--- config.mk ---
export PLATFORM = sky130hd
export DESIGN_NAME = imem_boot_ctrl
export DESIGN_NICKNAME = d
export VERILOG_FILES = /design/src/rtl/imem_boot_ctrl.sv
export SDC_FILE = /design/constraint.sdc
export NUM_CORES = 1
export LEC_CHECK = 0
export CAP_MARGIN = 15
export CORE_UTILIZATION = 52
export CTS_BUF_LIST = sky130_fd_sc_hd__clkbuf_8
export DETAILED_ROUTE_END_ITERATION = 8
export PLACE_DENSITY = 0.88
export SYNTH_ARGS = -nofsm -noshare
export SYNTH_HDL_FRONTEND = slang
export SYNTH_SLANG_ARGS = --single-unit
export TNS_END_PERCENT = 100
--- constraint.sdc ---
create_clock -name clk -period 3.4 [get_ports clk]
set_input_delay 0.34 -clock clk [delete_from_list [all_inputs] [get_ports clk]]
set_output_delay 0.34 -clock clk [all_outputs]
set_load 0.03 [all_outputs]
--- src/rtl/imem_boot_ctrl.sv ---
// rtl/imem_boot_ctrl.sv - instruction memory boot loader between fetch, UART rx and imem
// Trailing checksum byte and CSUM state are present only when IMEM_CSUM_EN is defined.
module imem_boot_ctrl #(
   parameter int DEPTH       = 64,
   parameter int ADDR_W      = 6,
   parameter int TIMEOUT_CYC = 1000000
) (
   input  logic              clk,
   input  logic              reset_n,
   input  logic [7:0]        rx_data,
   input  logic              rx_valid,
   input  logic [31:0]       cpu_addr,
   output logic [31:0]       cpu_instr,
   output logic              cpu_rst,
   output logic [ADDR_W-1:0] mem_addr,
   output logic [31:0]       mem_wdata,
   output logic              mem_we,
   input  logic [31:0]       mem_rdata,
   output logic              load_busy,
   output logic              load_err,
   output logic [ADDR_W:0]   words_loaded
);

   localparam logic [31:0] NOP = 32'h00000013;
   localparam logic [7:0]  SYNC = 8'hA5;
   localparam int IDLE_W = $clog2(TIMEOUT_CYC + 1);
   localparam logic [IDLE_W-1:0] IDLE_LAST = IDLE_W'(TIMEOUT_CYC - 1);

   typedef enum logic [2:0] {
      S_RUN  = 3'd0,
      S_LEN  = 3'd1,
      S_DATA = 3'd2,
`ifdef IMEM_CSUM_EN
      S_CSUM = 3'd3,
`endif
      S_DONE = 3'd4,
      S_HALT = 3'd5
   } state_t;

   state_t              state_q, state_d;
   logic                cpu_rst_q, cpu_rst_d;
   logic                load_busy_q, load_busy_d;
   logic                load_err_q, load_err_d;
   logic                mem_we_q, mem_we_d;
   logic [31:0]         mem_wdata_q, mem_wdata_d;
   logic [ADDR_W-1:0]   wr_addr_q, wr_addr_d;
   logic [ADDR_W:0]     words_q, words_d;
   logic [ADDR_W:0]     len_q, len_d;
   logic [1:0]          byte_cnt_q, byte_cnt_d;
   logic [23:0]         asm_q, asm_d;
   logic [IDLE_W-1:0]   idle_q, idle_d;
`ifdef IMEM_CSUM_EN
   logic [7:0]          csum_q, csum_d;
`endif

   logic counting;
   logic timed_out;
   logic to_len;
   logic to_err;

   always_comb begin
      state_d     = state_q;
      cpu_rst_d   = cpu_rst_q;
      load_busy_d = load_busy_q;
      load_err_d  = load_err_q;
      mem_we_d    = 1'b0;
      mem_wdata_d = mem_wdata_q;
      wr_addr_d   = wr_addr_q;
      words_d     = words_q;
      len_d       = len_q;
      byte_cnt_d  = byte_cnt_q;
      asm_d       = asm_q;
`ifdef IMEM_CSUM_EN
      csum_d      = csum_q;
`endif
      to_len      = 1'b0;
      to_err      = 1'b0;

      counting = (state_q == S_LEN) || (state_q == S_DATA)
`ifdef IMEM_CSUM_EN
                 || (state_q == S_CSUM)
`endif
                 ;
      // A byte arriving on the terminal count wins over the timeout.
      timed_out = counting && !rx_valid && (idle_q == IDLE_LAST);
      if (!counting || rx_valid) begin
         idle_d = '0;
      end else begin
         idle_d = idle_q + 1'b1;
      end

      case (state_q)
         S_RUN: begin
            if (rx_valid && rx_data == SYNC) to_len = 1'b1;
         end
         S_LEN: begin
            if (rx_valid) begin
               if (rx_data == 8'd0 || {24'd0, rx_data} > DEPTH) begin
                  to_err = 1'b1;
               end else begin
                  len_d      = rx_data[ADDR_W:0];
                  words_d    = '0;
                  byte_cnt_d = 2'd0;
`ifdef IMEM_CSUM_EN
                  csum_d     = 8'd0;
`endif
                  state_d    = S_DATA;
               end
            end else if (timed_out) begin
               to_err = 1'b1;
            end
         end
         S_DATA: begin
            if (rx_valid) begin
`ifdef IMEM_CSUM_EN
               csum_d = csum_q + rx_data;
`endif
               byte_cnt_d = byte_cnt_q + 1'b1;
               asm_d      = {rx_data, asm_q[23:8]};
               if (byte_cnt_q == 2'd3) begin
                  mem_we_d    = 1'b1;
                  mem_wdata_d = {rx_data, asm_q};
                  wr_addr_d   = words_q[ADDR_W-1:0];
                  words_d     = words_q + 1'b1;
                  if ((words_q + 1'b1) == len_q) begin
`ifdef IMEM_CSUM_EN
                     state_d = S_CSUM;
`else
                     state_d = S_DONE;
`endif
                  end
               end
            end else if (timed_out) begin
               to_err = 1'b1;
            end
         end
`ifdef IMEM_CSUM_EN
         S_CSUM: begin
            if (rx_valid) begin
               if (rx_data == csum_q) state_d = S_DONE;
               else                   to_err  = 1'b1;
            end else if (timed_out) begin
               to_err = 1'b1;
            end
         end
`endif
         S_DONE: begin
            state_d     = S_RUN;
            cpu_rst_d   = 1'b0;
            load_busy_d = 1'b0;
         end
         S_HALT: begin
            if (rx_valid && rx_data == SYNC) begin
               load_err_d = 1'b0;
               to_len     = 1'b1;
            end
         end
         default: state_d = S_RUN;
      endcase

      if (to_len) begin
         state_d     = S_LEN;
         cpu_rst_d   = 1'b1;
         load_busy_d = 1'b1;
      end
      if (to_err) begin
         state_d     = S_HALT;
         cpu_rst_d   = 1'b1;
         load_busy_d = 1'b0;
         load_err_d  = 1'b1;
      end
   end

   always_ff @(posedge clk or negedge reset_n) begin
      if (!reset_n) begin
         state_q     <= S_RUN;
         cpu_rst_q   <= 1'b0;
         load_busy_q <= 1'b0;
         load_err_q  <= 1'b0;
         mem_we_q    <= 1'b0;
         mem_wdata_q <= '0;
         wr_addr_q   <= '0;
         words_q     <= '0;
         len_q       <= '0;
         byte_cnt_q  <= '0;
         asm_q       <= '0;
         idle_q      <= '0;
`ifdef IMEM_CSUM_EN
         csum_q      <= '0;
`endif
      end else begin
         state_q     <= state_d;
         cpu_rst_q   <= cpu_rst_d;
         load_busy_q <= load_busy_d;
         load_err_q  <= load_err_d;
         mem_we_q    <= mem_we_d;
         mem_wdata_q <= mem_wdata_d;
         wr_addr_q   <= wr_addr_d;
         words_q     <= words_d;
         len_q       <= len_d;
         byte_cnt_q  <= byte_cnt_d;
         asm_q       <= asm_d;
         idle_q      <= idle_d;
`ifdef IMEM_CSUM_EN
         csum_q      <= csum_d;
`endif
      end
   end

   // Fetch sees memory only in RUN and only inside the implemented address window.
   assign cpu_instr = (state_q == S_RUN && cpu_addr[31:ADDR_W+2] == '0) ? mem_rdata : NOP;
   assign mem_addr  = (state_q == S_RUN) ? cpu_addr[ADDR_W+1:2] : wr_addr_q;

   assign cpu_rst      = cpu_rst_q;
   assign load_busy    = load_busy_q;
   assign load_err     = load_err_q;
   assign mem_we       = mem_we_q;
   assign mem_wdata    = mem_wdata_q;
   assign words_loaded = words_q;

   logic unused_addr_bits;
   assign unused_addr_bits = ^cpu_addr[1:0];

endmodule

==> results of run 1 <==
## per-stage QoR
step / instances / hold WS (ns) / setup slack, ns / power, mW / instance area, sq um
floorplan: 469 / 0.0444 / 1.27 / 1.90 / 4890
global placement: 720 / 0.452 / 0.630 / 2.14 / 6510
detailed placement: 720 / 0.463 / 0.540 / 2.17 / 6510
CTS: 736 / 0.200 / 0.352 / 2.94 / 6720
global route: 738 / 0.466 / 0.169 / 3.08 / 6750
finish: 738 / 0.432 / 0.380 / 2.94 / 6750
## power breakdown
part           switching [mW]  total, mW  internal (mW)  leakage [nW]
Sequential              0.135       1.51           1.37          1.44
Combinational           0.339      0.654          0.315          1.58
Clock                   0.481      0.776          0.295         0.101
Total                   0.955       2.94           1.98          3.12
## timing repair
item	in CTS	in global routing
setup buffers	0	0
hold buffers	0	1
endpoints found under the hold margin	0	33
## worst reg2reg max path, delay by kind of cell (launching register included)
| family | cells | cell delay [ns] |
|---|---|---|
| buffers and inverters | 1 | 0.60 |
| flip-flops | 1 | 0.53 |
| AND/OR/NAND/NOR | 3 | 0.87 |
| multiplexers | 1 | 0.41 |
## layout make-up
class	count	area share (%)
clock buffer	9	1.83
clock inverter	7	1.22
inverter	2	0.111
multi-input combinational	345	32.3
sequential	105	38.9
tap	111	2.06
timing repair buffer	159	23.6
## sequential cells by signal (all words and copies together) (netlist names)
| register | cells |
|---|---|
| mem_wdata | 32 |
| asm_q | 24 |
| idle_q | 20 |
| len_q | 7 |
| words_loaded | 7 |
| wr_addr_q | 6 |
| state_q | 3 |
| byte_cnt_q | 2 |
| cpu_rst | 1 |
| load_busy | 1 |
| load_err | 1 |
| mem_we | 1 |
## layer usage
layer  track usage, %  wire length (um)
met5                0                 0
met4             12.1               360
met3             4.11               673
met2             44.8              6400
met1             29.6              4700
## placed cells by master, fill, tap and decap left out, drive strengths merged, types with 9 or more instances in the layout
| master | instances |
|---|---|
| clkdlybuf4s50 | 151 |
| nand2 | 111 |
| dfrtp | 105 |
| mux2 | 44 |
| and2 | 31 |
| nor2 | 28 |
| nand3 | 18 |
| xor2 | 17 |
| xnor2 | 14 |
| and3 | 12 |
| o21ai | 11 |
| clkbuf | 9 |
## final timing paths
| kind | end | slack (ns) | startpoint | depth (start not counted) |
|---|---|---|---|---|
| setup / recovery | cpu_instr[2] | 0.38 | state_q[2]$_DFFE_PN0P_ | 7 |
| hold / removal | mem_wdata[4]$_DFFE_PN0P_ | 0.43 | reset_n | 2 |
| setup reg to reg | mem_wdata[19]$_DFFE_PN0P_ | 0.88 | state_q[2]$_DFFE_PN0P_ | 5 |
| hold reg to reg | asm_q[7]$_DFFE_PN0P_ | 0.49 | asm_q[7]$_DFFE_PN0P_ | 2 |
| max in group asynchronous | byte_cnt_q[1]$_DFFE_PN0P_ | 2.33 | reset_n | 3 |
| min in group clk | asm_q[7]$_DFFE_PN0P_ | 0.49 | asm_q[7]$_DFFE_PN0P_ | 2 |
## kinds of logic (layout without fill, tap and decap cells)
logic type | Yosys count | in the layout | synth area share, %
AOI/OAI and AO/OA | 30 | 30 | 4.32
xor gates and xnor gates | 31 | 31 | 5.55
adders and majority gates | 3 | 3 | 0.767
buffers and inverters | 19 | 177 | 1.79
DFF | 105 | 105 | 53.7
muxes | 45 | 45 | 10.3
and+or+nand+nor | 236 | 236 | 23.5
==> summary.txt, run 1 <==
Placed design
  • Port bufs: 153
  • Placer Congestion: 0.785
  • Post-DP HPWL: 8800 um

Setup path
  • Cells along the critical path: nor3_2 > buf_4 > nand3_1 > nor2_1 > buf_4 > and2_1 > clkdlybuf4s50_1
  • Most common cell type on the critical path: buf_4
  • Critical path data arrival time: 2.68 ns
  • Crit path capture type: primary output
  • Top delay family on crit path: buffers and inverters
  • Slowest cell on crit path: clkdlybuf4s50_1
  • CP Data Required Time: 3.06 ns
  • CP max FO: 29
  • Crit path buf inv count: 3
  • Startpoint types: flip-flop
  • Crit path largest cell delay: 0.67 ns
  • Worst Setup Path Type: reg -> out

Logic synthesis
  • Post-synthesis sequential area ratio: 53.7%
  • Yosys Warn Count: 0
  • Share of the synthesized area in the top cell type: 53.7%
  • Syn nets: 547
  • Syn avg cell area: 10.4 sq um
  • Post-synth ARST share: 100%
  • Cell count after synthesis: 469
  • Most frequent cells after synthesis: nand2_1 (110), dfrtp_1 (105), mux2_2 (34), and2_1 (30), nor2_1 (27)
  • Post-Syn Area: 4890 sq um
  • Cell with the most instances after synthesis: nand2_1
  • Synth Register Bits: 105
  • Area contributors post-synth: dfrtp_1 (54%), nand2_1 (8.4%), mux2_2 (7.8%)
  • Post-synth EDFFs: 0
  • Netlist cell types: 48
  • Synth Flop Type: dfrtp_1
  • Synth area leader: dfrtp_1

Drt
  • Total wire length: 12100 um
  • Drt via density: 5.40
  • DR WL/cell: 16.4 um
  • DRT iter0 DRCs: 294
  • Vias: 3987
  • Post-route DRC: 0
  • Initial DRT Pass Iterations: 4
  • Routed Antenna Nets: 0

Clocking
  • CTS sink cnt: 105
  • Worst skew pair latency: 0.39 ns
  • Clock Path Buffers: 2
  • PostCTS Resize Cnt: 0
  • CTS tree: yes
  • CTS root buffer: clkbuf_8
  • H-Tree Depth: 3
  • CTS Buf Count: 9
  • Reg clk slew, reported paths: 0.12 ns

Worst hold path
  • HP Class: in -> async

Die
  • DIE WIDTH: 99.0 um
  • Die Area: 9800 sq um
  • Row count: 35
  • Top Ports: 156
  • Initial cell density of the core: 53.2%
  • Chip height: 99.0 um
  • Core Region: 9200 sq um

Timing
  • Worst Tran Pin Value: 0.931 ns
  • Fmax: 331 MHz
  • Clk_skew: 0.0209 ns
  • Crit path time final: 3.02 ns
  • Tcrit/Tclk final: 88.8%
  • RSZ-0062 raised after global routing: no
  • Slew Viols, Final: 0
  • Slew headroom: 37.8%
  • Final Hold Viols: 0
  • Setup tns final: 0 ns
  • Final setup viols: 0

Outcome
  • Status: completed

Cells and area
  • Layout area overhead: 38.0%
  • Register area: 2630 sq um
  • Multi-input gate area: 2180 sq um
  • Final Core Density: 73.4%
  • Fillers: 605
  • Layout cell share with drive strength beyond 1: 10.7%
  • Nets@finish: 700
  • N_diodes: 0

Power and ir drop
  • Maximum VDD drop: 0.364 mV
  • Leak Pwr: 3.12 nW
  • Pwr Density: 435 nW/um^2

Global route
  • First-pass GRT wire length: 19100 um
  • Vias in the first global route: 3929
  • Global route total overflow: 0
  • GRT Resource Usage Total: 25.1%
  • Initial antenna violation count: 0
  • Largest net degree at the start of global routing: 93

Job
  • Total of max-cap violations: 0
Note: power is estimated with default switching activity, not from simulation.
==> run 2: changes to the inputs <==
CAP_MARGIN = not set   (was 15)
==> summary.txt, run 2 (synthesized netlist as in run 1, its figures left out) <==
Outcome
  • Status: completed

Clocking
  • CTS Buf Count: 9 (unchanged)
  • PostCTS Resize Cnt: 0 (unchanged)
  • H-Tree Depth: 3 (unchanged)
  • CTS root buffer: clkbuf_8
  • Clock Path Buffers: 2 (unchanged)
  • Reg clk slew, reported paths: 0.12 ns (about the same)
  • CTS sink cnt: 105 (unchanged)
  • CTS tree: yes
  • Worst skew pair latency: 0.39 ns (about the same)
  • Setup Fix Bufs, Post-CTS: 0 (unchanged)
  • CTS Hold Bufs: 0 (unchanged)

Cells and area
  • Post-Layout Cell Count: 736 (-0.27%)
  • Post-route design area: 6720 sq um (-0.56%)
  • Max reg flops: 32 (unchanged)
  • Register area: 2630 sq um (unchanged)
  • Most frequent cells in the layout: clkdlybuf4s50_1 (151), nand2_1 (110), dfrtp_1 (105)
  • Fillers: 617 (+2.0%)
  • Layout area overhead: 37.2%
  • Multi-input gate area: 2180 sq um (unchanged)
  • Layout cell share with drive strength beyond 1: 10.6% (-0.13 points)
  • Nets@finish: 698 (-0.29%)
  • Commonest non-fill, non-tap cell in the layout: clkdlybuf4s50_1
  • N_diodes: 0 (unchanged)

Drt
  • Total wire length: 11900 um (-2.2%)
  • Vias: 3975 (-0.30%)
  • Routed Antenna Nets: 0 (unchanged)
  • Initial DRT Pass Iterations: 4 (unchanged)
  • Drt via density: 5.40 (about the same)
  • Post-route DRC: 0 (unchanged)
  • DR WL/cell: 16.1 um (-2.0%)
  • DRT iter0 DRCs: 264 (-10%)

Setup path
  • R2R Setup Slk: 0.90 ns (+0.02 ns)
  • CP startpoint: state_q[2]$_DFFE_PN0P_
  • CP Data Required Time: 3.06 ns (about the same)
  • CP max FO: 29 (unchanged)
  • Worst Setup Path Type: reg -> out
  • Critical path data arrival time: 2.68 ns (about the same)
  • Reg2reg end: mem_wdata[20]$_DFFE_PN0P_
  • Startpoint types: flip-flop
  • Worst r2r path cells: 5 (unchanged)
  • Crit path capture type: primary output
  • Worst R2R Start: state_q[2]$_DFFE_PN0P_

Timing
  • Slew headroom: 25.7% (-12 points)
  • Worst Tran Pin Value: 1.11 ns (+0.183 ns)
  • Clk_skew: 0.0185 ns (-0.00239 ns)
  • Final Hold Viols: 0 (unchanged)
  • Crit path time final: 3.02 ns (-0.00456 ns)
  • Final setup viols: 0 (unchanged)
  • Tcrit/Tclk final: 88.7% (-0.13 points)
  • Final worst slack: 0.385 ns (+0.00456 ns)
  • Setup tns final: 0 ns (unchanged)
  • Slew Viols, Final: 0 (unchanged)
  • Fmax: 332 MHz (+0.15%)
  • RSZ-0062 raised after global routing: no

Die
  • Row count: 35 (unchanged)
  • Initial cell density of the core: 53.2% (unchanged)
  • Top Ports: 156 (unchanged)
  • DIE WIDTH: 99.0 um (unchanged)
  • Chip height: 99.0 um (unchanged)
  • Core Region: 9200 sq um (unchanged)
  • Die Area: 9800 sq um (unchanged)

Global route
  • GRT Resource Usage Total: 25.1% (unchanged)
  • Largest net degree at the start of global routing: 93 (unchanged)
  • Vias in the first global route: 3929 (unchanged)
  • Global route total overflow: 0 (unchanged)
  • Initial antenna violation count: 0 (unchanged)
  • First-pass GRT wire length: 19100 um (unchanged)

Placed design
  • Post-place setup slack: 0.540 ns (unchanged)
  • Placed cell count: 720 (unchanged)
  • Port bufs: 153 (unchanged)
  • Placer Congestion: 0.785 (unchanged)
  • Post-DP HPWL: 8800 um (unchanged)
  • Cell Area, Placed: 6510 sq um (unchanged)

Power and ir drop
  • Leak Pwr: 3.11 nW (-0.54%)
  • Maximum VDD drop: 0.360 mV (-1.2%)
  • Pwr Density: 435 nW/um^2 (about the same)

Job
  • Total of max-cap violations: 0 (unchanged)

Worst hold path
  • HP Class: in -> async
==> run 2: changes by cell type in the layout (fill, tap and decap cells not counted) <==
cell / previous run / this run
dlygate4sd3_1: 1 / 0
buf_16: 1 / 0
==> run 2: area by class of cell <==
type                    instances  share of cell area (%)
clock buffers                   9                    1.84
well taps                     111                    2.07
flip-flops and latches        105                    39.1
multi-input cells             345                    32.4
clock inverters                 7                    1.23
repair buffers                157                    23.2
inverters                       2                   0.112
==> run 2: critical path: stages (launching register included) <==
cell and delay (ns):
dfrtp_1 0.53, nor3_2 0.22, buf_4 0.19, nand3_1 0.13, nor2_1 0.15, buf_4 0.24
and2_1 0.16, clkdlybuf4s50_1 0.67
==> run 2: layer usage <==
layer	routed length (um)	GRT usage, %	part of all wire, %
met1	4590	29.6	39
met2	6230	44.8	53
met3	710	4.11	6.0
met4	329	12.1	2.8
met5	0	0	0
==> run 2: how the worst max path moves through the flow <==
stage	slack [ns]	depth (start not counted)	endpoint
global route	0.17	7	cpu_instr[15]
floorplan	1.27	7	cpu_instr[21]
finish	0.38	7	cpu_instr[2]
CTS	0.35	7	cpu_instr[2]
global placement	0.63	7	cpu_instr[22]
detailed placement	0.54	7	cpu_instr[2]
==> run 2: power breakdown <==
group	internal (mW)	leakage [nW]	switching, mW	total, mW
clock	0.295	0.101	0.475	0.770
combinational	0.311	1.56	0.336	0.647
sequential	1.37	1.44	0.134	1.50
==> run 2: through the flow <==
step           utilization, %  hold WS, ns  total power, mW
2_1_floorplan               -       0.0444             1.90
3_3_place_gp             70.8        0.452             2.14
3_5_place_dp             70.8        0.463             2.17
4_1_cts                  73.0        0.200             2.94
5_1_grt                  73.0        0.262             3.07
6_report                 73.0        0.144             2.92
==> run 3: changes to the inputs <==
CORE_UTILIZATION = 55   (was 52)
DONT_BUFFER_PORTS = 1   (was not set)
PLACE_DENSITY = 0.7   (was 0.88)
REMOVE_ABC_BUFFERS = 1   (was not set)
==> summary.txt, run 3 (synthesized netlist as in run 1, its figures left out) <==
Setup path
  • Critical path data arrival time: 2.48 ns (-0.20 ns)
  • Worst Setup Path Type: reg -> out
  • Crit path capture type: primary output
  • Startpoint types: flip-flop
  • CP max FO: 29 (unchanged)
  • Worst r2r path cells: 5 (unchanged)
  • CP Data Required Time: 3.06 ns (about the same)

Clocking
  • Clock Path Buffers: 2 (unchanged)
  • CTS Hold Bufs: 2 (+2)
  • Setup Fix Bufs, Post-CTS: 0 (unchanged)
  • H-Tree Depth: 3 (unchanged)
  • CTS tree: yes
  • CTS root buffer: clkbuf_8
  • CTS Buf Count: 9 (unchanged)
  • CTS sink cnt: 105 (unchanged)
  • Reg clk slew, reported paths: 0.11 ns (about the same)
  • PostCTS Resize Cnt: 0 (unchanged)
  • Worst skew pair latency: 0.38 ns (about the same)

Cells and area
  • Nets@finish: 546 (-22%)
  • Max reg flops: 32 (unchanged)
  • N_diodes: 0 (unchanged)
  • Layout area overhead: 6.14%
  • Post-Layout Cell Count: 581 (-21%)
  • Layout cell share with drive strength beyond 1: 13.3% (+2.8 points)
  • Final Core Density: 59.8% (-13 points)
  • Most frequent cells in the layout: nand2_1 (110), dfrtp_1 (105), mux2_2 (34)
  • Multi-input gate area: 2180 sq um (unchanged)
  • Fillers: 719 (+17%)
  • Commonest non-fill, non-tap cell in the layout: nand2_1
  • Register area: 2630 sq um (unchanged)

Die
  • Die Area: 9280 sq um (-5.3%)
  • Initial cell density of the core: 56.4% (+3.2 points)
  • Chip height: 96.3 um (-2.7%)
  • Row count: 34 (-2.9%)
  • DIE WIDTH: 96.3 um (-2.7%)
  • Top Ports: 156 (unchanged)
  • Core Region: 8680 sq um (-5.6%)

Timing
  • Tcrit/Tclk final: 83.0% (-5.7 points)
  • Final Hold Viols: 0 (unchanged)
  • Crit path time final: 2.82 ns (-0.193 ns)
  • Setup tns final: 0 ns (unchanged)
  • Slew Viols, Final: 0 (unchanged)
  • RSZ-0062 raised after global routing: no
  • Fmax: 354 MHz (+6.8%)
  • Worst Tran Pin Value: 0.968 ns (-0.146 ns)
  • Slew headroom: 35.3% (+9.5 points)
  • Final setup viols: 0 (unchanged)
  • Clk_skew: 0.0161 ns (-0.00243 ns)

Global route
  • Global route total overflow: 0 (unchanged)
  • First-pass GRT wire length: 16600 um (-13%)
  • Vias in the first global route: 3273 (-17%)
  • Largest net degree at the start of global routing: 106 (+14%)
  • GRT Resource Usage Total: 24.1% (-1.0 points)
  • Initial antenna violation count: 0 (unchanged)

Power and ir drop
  • Maximum VDD drop: 0.302 mV (-16%)
  • Leak Pwr: 2.55 nW (-18%)
  • Pwr Density: 527 nW/um^2 (+21%)

Drt
  • Post-route DRC: 0 (unchanged)
  • DRT iter0 DRCs: 165 (-38%)
  • Vias: 3322 (-16%)
  • DR WL/cell: 18.6 um (+16%)
  • Drt via density: 5.72 (+5.9%)
  • Total wire length: 10800 um (-8.8%)
  • Routed Antenna Nets: 0 (unchanged)
  • Initial DRT Pass Iterations: 6 (+2)

Placed design
  • Port bufs: 0 (-100%)
  • Placed cell count: 563 (-22%)
  • Placer Congestion: 0.809 (+3.1%)
  • Post-DP HPWL: 7520 um (-15%)

Job
  • Total of max-cap violations: 0 (unchanged)

Worst hold path
  • HP Class: in -> reg
  • Hold Path Depth: 2

Outcome
  • Status: completed
-- run 3: path summary, 6_finish.rpt --
path	to	slack, ns	startpoint
min	asm_q[23]$_DFFE_PN0P_	0.06	rx_data[7]
max	cpu_instr[9]	0.58	state_q[2]$_DFFE_PN0P_
max reg2reg	byte_cnt_q[1]$_DFFE_PN0P_	1.23	state_q[2]$_DFFE_PN0P_
min in group asynchronous	mem_we$_DFF_PN0_	0.53	reset_n
min reg2reg	asm_q[3]$_DFFE_PN0P_	0.48	asm_q[3]$_DFFE_PN0P_
max in group asynchronous	asm_q[22]$_DFFE_PN0P_	2.46	reset_n
-- run 3: layout make-up --
class | count | area share (%)
Timing Repair Buffer | 5 | 1.16
Clock inverter | 7 | 1.18
Multi-Input combinational cell | 345 | 41.9
Clock buffer | 9 | 2.38
Sequential cell | 105 | 50.6
Tap cell | 108 | 2.60
Inverter | 2 | 0.145
-- run 3: critical path, stage by stage, from the launching register on --
cell     delay (ns)
dfrtp_1        0.53
nor3_2         0.58
nand3_1        0.23
nor2_1         0.15
buf_4          0.23
and2_1         0.39
-- run 3: metal layers --
metal,track usage [%],vias up,part of all wire [%]
li1,-,1585,-
met1,30.7,1611,43
met2,40.5,111,48
met3,4.82,15,6.6
met4,9.44,0,2.3
met5,0,-,0
-- run 3: power breakdown --
group          switching, mW  total [mW]  internal, mW
logic                  0.284       0.478         0.194
registers              0.150        1.52          1.37
clock network          0.454       0.736         0.282
-- run 3: metrics by stage --
step	hold WS, ns	power [mW]	setup WS [ns]	instance area, sq um
2_1_floorplan	0.0444	1.88	0.805	4810
5_1_grt	0.0538	2.88	0.260	5190
3_5_place_dp	0.0459	1.99	0.982	4970
4_1_cts	0.0502	2.75	0.558	5190
3_3_place_gp	0.0465	1.97	1.08	4970
6_report	0.0628	2.74	0.578	5190
